## config.mk

```make
export PLATFORM = sky130hd
export DESIGN_NAME = serial_frame_ctrl
export DESIGN_NICKNAME = d
export VERILOG_FILES = /design/src/rtl/serial_frame_ctrl.sv
export SDC_FILE = /design/constraint.sdc
export NUM_CORES = 1
export LEC_CHECK = 0
export ABC_CLOCK_PERIOD_IN_PS = 2500
export BUFFER_PORTS_ARGS = -buffer_cell sky130_fd_sc_hd__buf_2
export CAP_MARGIN = 20
export CORE_UTILIZATION = 54
export DETAILED_ROUTE_END_ITERATION = 10
export PLACE_DENSITY = 0.87
export SYNTH_ARGS = -nofsm -noshare
export SYNTH_HDL_FRONTEND = slang
export SYNTH_SLANG_ARGS = --single-unit
```

## constraint.sdc

```tcl
create_clock -name clk -period 2.5 [get_ports clk]
set_clock_uncertainty 0.2 [all_clocks]
set_input_delay 0.5 -clock clk [delete_from_list [all_inputs] [get_ports clk]]
set_output_delay 0.5 -clock clk [all_outputs]
set_load 0.005 [all_outputs]
```

## src/rtl/serial_frame_ctrl.sv

```systemverilog
// serial_frame_ctrl: nibble frame aligner with lock hysteresis and a 1-deep payload buffer.
module serial_frame_ctrl #(
    parameter logic [3:0] SYNC_WORD = 4'b1011,
    parameter int         LOCK_CNT  = 2,
    parameter int         LOSS_CNT  = 3
) (
    input  logic       clk,
    input  logic       rst,
    input  logic       srl,
    input  logic       srl_en,
    output logic [1:0] ParaSig1,
    output logic [1:0] ParaSig2,
    output logic       out_valid,
    input  logic       out_ready,
    output logic       locked,
    output logic       overflow,
    output logic [7:0] frame_cnt
);
    typedef enum logic [1:0] {HUNT, DATA, CHECK} state_t;
    localparam logic [2:0] LOCK_N = 3'(LOCK_CNT);
    localparam logic [2:0] LOSS_N = 3'(LOSS_CNT);
    state_t     state;
    logic [3:0] sh;
    logic [1:0] bc;
    logic [2:0] good_cnt;
    logic [2:0] miss_cnt;
    logic [3:0] sh_n;
    logic       last;
    logic       sync_ok;
    logic       load;
    assign sh_n    = {srl, sh[3:1]};
    assign last    = bc == 2'd3;
    assign sync_ok = sh_n == SYNC_WORD;
    // only payloads captured while already locked reach the buffer
    assign load    = srl_en && state == DATA && last && locked;
    always_ff @(posedge clk) begin
        if (!rst) begin
            state     <= HUNT;
            sh        <= '0;
            bc        <= '0;
            good_cnt  <= '0;
            miss_cnt  <= '0;
            ParaSig1  <= '0;
            ParaSig2  <= '0;
            out_valid <= 1'b0;
            locked    <= 1'b0;
            overflow  <= 1'b0;
            frame_cnt <= '0;
        end else begin
            if (good_cnt >= LOCK_N) locked <= 1'b1;
            if (srl_en) begin
                sh <= sh_n;
                bc <= bc + 2'd1;
                case (state)
                    HUNT: if (sync_ok) begin
                        good_cnt <= 3'd1;
                        bc       <= '0;
                        state    <= DATA;
                    end
                    DATA: if (last) state <= CHECK;
                    CHECK: if (last) begin
                        if (sync_ok) begin
                            good_cnt <= (good_cnt == 3'd7) ? 3'd7 : good_cnt + 3'd1;
                            miss_cnt <= '0;
                            state    <= DATA;
                        end else if (!locked) begin
                            good_cnt <= '0;
                            state    <= HUNT;
                        end else if (miss_cnt + 3'd1 == LOSS_N) begin
                            locked   <= 1'b0;
                            good_cnt <= '0;
                            miss_cnt <= '0;
                            state    <= HUNT;
                        end else begin
                            miss_cnt <= miss_cnt + 3'd1;
                            state    <= DATA;
                        end
                    end
                    default: state <= HUNT;
                endcase
            end
            if (load && (!out_valid || out_ready)) begin
                ParaSig1  <= {sh_n[3], sh_n[1]};
                ParaSig2  <= {sh_n[2], sh_n[0]};
                out_valid <= 1'b1;
                frame_cnt <= frame_cnt + 8'd1;
            end else if (load) begin
                overflow <= 1'b1;
            end else if (out_valid && out_ready) begin
                out_valid <= 1'b0;
            end
        end
    end
endmodule

```

==> results.toml, run 1 <==
[run]
maxCapViolations = 0

[floorplanning]
dieHeight_um = 50.9
ios = 20
core_sq_um = 2230
start_util_pct = 57.9
row_count = 17
die_width_um = 50.9
dieArea_sq_um = 2590

[logic_synthesis]
synthCells = 139
synth_top_area_share_pct = 43.4
synth_edf_count = 0
ys_seq_elements = 28
synth_nets = 149
syn_avg_cell_area_sq_um = 9.30
async_flop_share_pct = 0
seq_area_frac_synth_pct = 43.4
synth_area_sq_um = 1290
synth_area_leader_cell = "dfxtp_1"
ys_top_cells_by_area = "dfxtp_1 43%, mux2i_1 6.2%, a21oi_1 5.0%"
synthFlopType = "dfxtp_1"
synth_cell_type_count = 37
yosys_warnings = 0

[cts]
clock_latency_ns = 0.33
ctsResizeCount = 0
path_clk_slew_ns = 0.16
clock_path_buffers = 2
cts_sinks = 28
cts_setup_buffers = 0
ctsHoldBuffers = 0
cts_buffers = 3
root_buffer = "clkbuf_4"
cts_tree = "done"
cts_max_level = 1

[finish]
final_common_cell = "dfxtp_1"
num_antenna_cells = 0
final_cell_mix = "28 x dfxtp_1, 19 x buf_2, 17 x nor2_1"
multi_input_area_sq_um = 674
seq_area_sq_um = 561
fillers = 186
design_area_sq_um = 1430
area_growth_pct = 10.8
layout-drive-gt1-share_pct = 16.8
final_nets = 166

[routing]
firstDrtPassIters = 4
vias_per_cell = 5.86
drtIter0Drc = 20
drt-total-wl_mm = 2.49
routedWlPerCell_um = 13.6
drcViolationCount = 0
num_vias = 1072
ant_nets = 0

[grt]
grt_pass1_vias = 1025
antenna_found_initial = 0
grt_max_degree = 17
grt_pass1_wl_mm = 4.27
grt_usage_pct = 21.4
grt_overflow = 0

[timing]
finalCriticalPeriod_ns = 1.96
fmax_mhz = 509
tightestPinTransition_ns = 0.648
fin_setup_tns_ns = 0
rsz0062_at_grt = "no"
worst_slack_ns = 0.537
post-route-period-util_pct = 78.5
setup_viol = 0
slew_viol_final = 0
timing.slew.headroom_pct = 56.4
hold_viol_final = 0

[place]
dp_slack_ns = 0.378
placed_area_sq_um = 1380
routabilityCongestion = 0.766
dp_hpwl_mm = 1.81
io_buffer_count = 19

[power_and_ir_drop]
p_per_area_nw_per_um2 = 544
ir_drop_v = 0.000368
cellLeakagePower_nw = 0.618

[run_status]
outcome = "finished clean"

[setup_path]
critPathCaptureType = "flop"
critPathMaxFanout = 6
start_kind = "flop"
arrival_ns = 2.05
crit_type = "flop to flop"
critPathRequiredTime_ns = 2.58

[worst_hold_path]
hold_path_class = "primary input to flop"
[per-stage QoR]
step	total power [W]	std cells	utilization [%]	hold WS, ns
after global placement	0.000488	179	61.8	0.241
after floorplan	0.000480	139	-	0.243
after detailed placement	0.000490	179	61.8	0.251
final	0.000780	183	64.1	0.238
after global routing	0.000793	183	64.1	0.250
after CTS	0.000786	183	64.1	0.229
[kinds of logic after synthesis]
family | Yosys count | share of synthesized area, %
buf+inv | 10 | 4.45
fa+ha+maj | 5 | 4.84
simple gates | 49 | 21.6
compound gates | 34 | 16.0
xor+xnor | 4 | 2.71
mux | 9 | 7.07
flops | 28 | 43.4
[flip-flops by register name, indices dropped and copies added, names as in the netlist]
signal     cells
out_valid      1
miss_cnt       3
locked         1
overflow       1
state          2
frame_cnt      8
ParaSig1       2
ParaSig2       2
good_cnt       3
bc             2
sh             3
[worst max-delay path, stage by stage, from the launching register on]
cell	delay, ns
dfxtp_1	0.37
ha_1	0.25
and4b_1	0.37
nand4_1	0.23
or3_1	0.37
a21oi_1	0.14
[synth_stat cells, drive strengths merged (3+ instances only)]
cell type  number
a21oi          13
and4b           3
buf             5
clkbuf          3
dfxtp          28
ha              5
mux2i           8
nand2           6
nand3           4
nand4           3
nand4b          3
nor2           17
o21ai           7
o31ai           3
or3             4
xor2            3
[path summary, 6_finish.rpt]
| path | end | slack [ns] | depth (start not counted) | startpoint |
|---|---|---|---|---|
| worst max-delay path | frame_cnt[7] | 0.54 | 5 | bc[0] |
| worst min-delay path | sh[3] | 0.24 | 3 | srl |
| worst max register to register | frame_cnt[7] | 0.54 | 5 | bc[0] |
| worst min register to register | overflow | 0.28 | 1 | overflow |
[per-layer routing]
layer | wire length [um] | part of all wire (%) | GRT usage, %
met1 | 1160 | 47 | 25.4
met2 | 1220 | 49 | 37.7
met3 | 69 | 2.8 | 2.68
met4 | 38 | 1.5 | 10.6
met5 | 0 | 0 | 0
[cell type report]
type / count / share of cell area, %
clock buffers: 3 / 1.57
clock inverters: 1 / 2.10
inverters: 2 / 0.524
multi-input cells: 101 / 47.1
flip-flops and latches: 28 / 39.1
well taps: 28 / 2.45
repair buffers: 20 / 7.16
[where the power goes]
group / internal (W) / total (W) / switching [W]
logic: 0.0000109 / 0.0000266 / 0.0000157
clock network: 0.000162 / 0.000300 / 0.000137
registers: 0.000451 / 0.000454 / 0.00000308
No activity file was read; power rests on OpenSTA's default activity.
==> run 2, diff against run 1 <==
--- a/config.mk
+++ b/config.mk
@@ -5,7 +5,7 @@
 export SDC_FILE = /design/constraint.sdc
 export NUM_CORES = 1
 export LEC_CHECK = 0
-export ABC_CLOCK_PERIOD_IN_PS = 2500
+export ABC_CLOCK_PERIOD_IN_PS = 2100
 export BUFFER_PORTS_ARGS = -buffer_cell sky130_fd_sc_hd__buf_2
 export CAP_MARGIN = 20
 export CORE_UTILIZATION = 54
==> constraint.sdc (replaced) <==
create_clock -name clk -period 2.1 [get_ports clk]
set_clock_uncertainty 0.2 [all_clocks]
set_input_delay 0.42 -clock clk [delete_from_list [all_inputs] [get_ports clk]]
set_output_delay 0.42 -clock clk [all_outputs]
set_load 0.005 [all_outputs]
==> run 2 against run 1 <==
Effect of this change:
- clock power up 16%
- sequential share of layout area shrank 0.44 points
- wire length down 1.6%
- combinational power up 28%
- sequential power rose by 19%
- final cell count is 1.1% higher
- first-iteration DRC count unchanged
- core utilization up 0.73 points
- die area unchanged
- maximum frequency is 3.1% higher
- flip-flop and latch count unchanged
- critical path depth unchanged
- largest power group unchanged
- highest routed layer unchanged
==> results.toml, run 2 (synthesis results as in run 1) <==
[run_status]
outcome = "finished clean"

[timing]
rsz0062_at_grt = "no"
finalCriticalPeriod_ns = 1.90
hold_viol_final = 0
tightestPinTransition_ns = 0.401
fmax_mhz = 525
setup_viol = 0
fin_setup_tns_ns = 0
slew_viol_final = 0
timing.slew.headroom_pct = 73.2
post-route-period-util_pct = 90.6

[cts]
cts_buffers = 3
cts_max_level = 1
clock_latency_ns = 0.33
path_clk_slew_ns = 0.15
cts_tree = "done"
cts_sinks = 28
root_buffer = "clkbuf_4"
clock_path_buffers = 2

[setup_path]
critPathMaxFanout = 10
critPathCaptureType = "flop"
crit_start = "bc[0]"
crit_type = "flop to flop"
start_kind = "flop"
critPathCapture = "frame_cnt[4]"
crit_path_max_incr_delay_ns = 0.39
r2r-start = "bc[0]"
crit_path_top_delay_cell = "or3_1"
path_cells = "ha_1 > and4b_2 > nand3_4 > or3_1 > a21oi_1"
critPathRequiredTime_ns = 2.17
r2r_end = "frame_cnt[4]"
rr_worst_depth = 5
arrival_ns = 1.98
rrSetupSlack_ns = 0.20

[routing]
vias_per_cell = 5.83
drtIter0Drc = 20
routedWlPerCell_um = 13.2
ant_nets = 0
firstDrtPassIters = 4
num_vias = 1078
drt-total-wl_mm = 2.45
drcViolationCount = 0

[place]
post-place-cells = 181
dp_hpwl_mm = 1.83
io_buffer_count = 19
routabilityCongestion = 0.817
placed_area_sq_um = 1400

[floorplanning]
row_count = 17
ios = 20
dieHeight_um = 50.9
die_width_um = 50.9
start_util_pct = 57.9
core_sq_um = 2230
dieArea_sq_um = 2590

[finish]
fillers = 197
layout-drive-gt1-share_pct = 18.5
final_cell_mix = "28 x dfxtp_1, 19 x buf_2, 17 x nor2_1"
area_growth_pct = 12.1
largest_register_ffs = 8
seq_area_sq_um = 561
num_antenna_cells = 0
multi_input_area_sq_um = 676
final_common_cell = "dfxtp_1"
instances_no_fill = 185
final_nets = 168
top_register = "frame_cnt"
design_area_sq_um = 1450

[power_and_ir_drop]
p_per_area_nw_per_um2 = 637
power_frac_clock_pct = 37.7
swShare_pct = 19.4
seqPwrFrac_pct = 58.6
ir_drop_v = 0.000437
cellLeakagePower_nw = 0.627
p_int_w = 0.000744
power_w = 0.000922
power_frac_comb_pct = 3.7
power_switching_w = 0.000179

[worst_hold_path]
hold_path_class = "primary input to flop"

[grt]
grt_pass1_vias = 954
grt_usage_pct = 20.7
grt_overflow = 0
grtUsageMet2_pct = 34.2
grt_max_degree = 17
antenna_found_initial = 0
grt_pass1_wl_mm = 4.08
use_met3_pct = 3.57
busiest_layer = "met2"
grt_util_met1_pct = 26.9

[run]
maxCapViolations = 0
-- run 2: area by class of cell --
type,instances,share of cell area (%)
inverters,2,0.518
multi-input cells,101,46.6
clock buffers,3,1.55
well taps,28,2.42
flip-flops and latches,28,38.7
clock inverters,1,2.07
repair buffers,22,8.12
-- run 2: worst min-delay path by stage --
stage | start | endpoint | slack, ns | depth (start not counted)
after floorplan | good_cnt[0] | good_cnt[0] | 0.24 | 1
after global placement | overflow | overflow | 0.25 | 1
after detailed placement | overflow | overflow | 0.26 | 1
after CTS | rst | state[0] | 0.15 | 3
after global routing | rst | state[0] | 0.13 | 3
final | rst | overflow | 0.16 | 2
-- run 2: power by group through the flow --
stage | clock network [W] | registers [W] | logic [W]
final | 0.000348 | 0.000540 | 0.0000340
after floorplan | 0 | 0.000551 | 0.0000208
after CTS | 0.000354 | 0.000540 | 0.0000343
after global routing | 0.000377 | 0.000541 | 0.0000373
after global placement | 0 | 0.000551 | 0.0000315
after detailed placement | 0 | 0.000552 | 0.0000344
-- run 2: routing by layer --
| layer | vias to the layer above | share of wire, % | routed length (um) |
|---|---|---|---|
| met5 | - | 0 | 0 |
| met4 | 0 | 1.1 | 26 |
| met3 | 4 | 4.3 | 105 |
| met2 | 24 | 50 | 1220 |
| met1 | 506 | 45 | 1100 |
| li1 | 544 | - | - |
-- run 2: critical path: cells and delay by family (launching register included) --
kind | cells | cell delay (ns)
and+or+nand+nor | 3 | 0.89
adders and majority gates | 1 | 0.25
DFF | 1 | 0.37
AOI/OAI and AO/OA | 1 | 0.15
-- run 2: timing repair --
action                     4_1_cts  5_1_grt
setup buffers                    0        0
setup endpoints to repair        0        2
hold buffers                     0        0
gates resized for setup          0        1
hold endpoints to repair         0        0
-- run 2: through the flow --
| step | hold WS, ns | setup WS (ns) | util, % |
|---|---|---|---|
| 2_1_floorplan | 0.243 | 0.369 | - |
| 3_3_place_gp | 0.251 | 0.250 | 62.5 |
| 3_5_place_dp | 0.257 | 0.153 | 62.5 |
| 4_1_cts | 0.147 | 0.127 | 64.8 |
| 5_1_grt | 0.133 | 0.0239 | 64.9 |
| 6_report | 0.155 | 0.197 | 64.9 |
==> run 3, diff against run 2 <==
--- a/config.mk
+++ b/config.mk
@@ -5,6 +5,7 @@
 export SDC_FILE = /design/constraint.sdc
 export NUM_CORES = 1
 export LEC_CHECK = 0
+export ABC_AREA = 1
 export ABC_CLOCK_PERIOD_IN_PS = 2100
 export BUFFER_PORTS_ARGS = -buffer_cell sky130_fd_sc_hd__buf_2
 export CAP_MARGIN = 20
==> run 3 against run 2 <==
Effect of this change:
- combinational power increased by 41%
- register-to-register slack improved by 0.17 ns
- power shrank 6.9%
- cell area rose by 7.3%
- first-iteration DRC count grew 20%
- setup slack improved by 0.17 ns
- largest power group unchanged
- highest routed layer unchanged
==> results.toml, run 3 <==
[setup_path]
critPathRequiredTime_ns = 2.19
rr_worst_depth = 7
critPathCaptureType = "flop"
start_kind = "flop"
rrSetupSlack_ns = 0.37
crit_type = "flop to flop"
crit_start = "bc[0]"
r2r-start = "bc[0]"
critPathMaxFanout = 16
r2r_end = "frame_cnt[5]"
arrival_ns = 1.82

[timing]
finalCriticalPeriod_ns = 1.73
fin_setup_tns_ns = 0
timing.slew.headroom_pct = 66.5
tightestPinTransition_ns = 0.502
setup_viol = 0
hold_viol_final = 0
fmax_mhz = 578
rsz0062_at_grt = "no"
timing.hold.ws_ns = 0.170
slew_viol_final = 0
post-route-period-util_pct = 82.4

[grt]
grt_pass1_wl_mm = 4.41
grt_usage_pct = 21.6
grt_overflow = 0
antenna_found_initial = 0
grt_pass1_vias = 1075
grt_max_degree = 17

[logic_synthesis]
syn_avg_cell_area_sq_um = 7.05
seq_area_frac_synth_pct = 39.9
synth_mux_area_share_pct = 0
yosysMostFrequentCell = "nand2_1"
synth_area_sq_um = 1400
synth_edf_count = 0
synth_cell_type_count = 24
synth_area_leader_cell = "dfxtp_1"
async_flop_share_pct = 0
synth_xor_area_share_pct = 1.87
synthFlopType = "dfxtp_1"
synth_compound_area_share_pct = 13.5
synth_top_family_by_area = "simple AND/OR/NAND/NOR gates"
synth_top_cells_by_count = "52 x nand2_1, 31 x nor2_1, 28 x dfxtp_1"
synth_fa_ha_area_share_pct = 4.46
ys_top_cells_by_area = "dfxtp_1 40%, nand2_1 14%, nor2_1 8.3%"
synth_nets = 209
synthCells = 199
synth_top_area_share_pct = 39.9
yosys_warnings = 0
ys_seq_elements = 28
synth_simple_gate_area_share_pct = 32.6

[routing]
drtIter0Drc = 24
drcViolationCount = 0
drt-total-wl_mm = 2.62
vias_per_cell = 5.03
routedWlPerCell_um = 10.5
firstDrtPassIters = 4
ant_nets = 0
num_vias = 1253

[finish]
largest_register_ffs = 8
area_growth_pct = 10.8
final_util_pct = 62.8
design_area_sq_um = 1560
final_cell_mix = "52 x nand2_1, 31 x nor2_1, 28 x dfxtp_1"
final_nets = 230
num_antenna_cells = 0
final_common_cell = "nand2_1"
top_register = "frame_cnt"
layout-drive-gt1-share_pct = 17.8

[run]
maxCapViolations = 0

[cts]
ctsResizeCount = 0
cts_max_level = 1
cts_buffers = 3
root_buffer = "clkbuf_4"
ctsHoldBuffers = 0
cts_setup_buffers = 0
path_clk_slew_ns = 0.15
cts_sinks = 28
cts_tree = "done"
clock_path_buffers = 2
clock_latency_ns = 0.33

[floorplanning]
ios = 20
dieArea_sq_um = 2810
core_sq_um = 2480
dieHeight_um = 53.0
start_util_pct = 56.7
die_width_um = 53.0
row_count = 18

[place]
io_buffer_count = 19
dp_hpwl_mm = 1.91
placed_area_sq_um = 1520
routabilityCongestion = 0.800

[power_and_ir_drop]
p_per_area_nw_per_um2 = 552
power_w = 0.000858
cellLeakagePower_nw = 0.712
ir_drop_v = 0.000443

[worst_hold_path]
hold_start = "srl"
min_to = "ParaSig1[1]"
hold_path_depth = 3
hold_path_class = "primary input to flop"

[run_status]
outcome = "finished clean"
-- run 3: changes by cell type after synthesis, sizes merged, moves of 3 or more --
cell and change:
nand2 +49, inv +20, nor2 +17, mux2i -8
o21ai +7, a21oi +4, or3 -4, and4b -3
clkbuf -3, nand3 +3, nand4b -3, o31ai -3
-- run 3: how the worst max path moves through the flow --
stage / endpoint / slack (ns)
2_1_floorplan: good_cnt[1] / 0.62
3_3_place_gp: frame_cnt[5] / 0.40
3_5_place_dp: frame_cnt[5] / 0.36
4_1_cts: frame_cnt[5] / 0.36
5_1_grt: frame_cnt[5] / 0.20
6_report: frame_cnt[5] / 0.37
-- run 3: final cells by class --
type                    count  area, sq um
fillers                   240          922
multi-input cells         145          736
flip-flops and latches     28          561
repair buffers             20          103
inverters                  22         82.6
well taps                  30         37.5
clock buffers               4         36.3
-- run 3: metrics by stage --
step / setup WS, ns / std cells
global route: 0.198 / 249
CTS: 0.361 / 249
global placement: 0.395 / 245
floorplan: 0.625 / 199
detailed placement: 0.361 / 245
finish: 0.370 / 249
-- run 3: layer usage --
layer / vias to the layer above / GRT usage (%) / part of all wire [%]
li1: 669 / - / -
met5: - / 0 / 0
met2: 23 / 37.8 / 46
met1: 557 / 25.6 / 49
met4: 0 / 11.0 / 1.8
met3: 4 / 2.59 / 2.6
-- run 3: where the power goes --
group	internal, W	switching, W	total [W]
logic	0.0000158	0.0000319	0.0000478
registers	0.000540	0.00000697	0.000547
clock network	0.000106	0.000157	0.000263
-- run 3: cells by family (layout without fill, tap and decap cells) --
| kind of cell | count (synthesis) | count (layout) |
|---|---|---|
| flops | 28 | 28 |
| fa+ha+maj | 5 | 5 |
| simple gates | 104 | 104 |
| compound gates | 33 | 33 |
| buf+inv | 26 | 46 |
| xor+xnor | 3 | 3 |
-- run 3: worst max-delay path, stage by stage, from the launching register on --
cell      delay [ns]
dfxtp_1         0.39
ha_1            0.26
nand4_4         0.13
nor2_4          0.32
inv_2           0.14
o21bai_1        0.15
nand2_1         0.06
inv_1           0.04
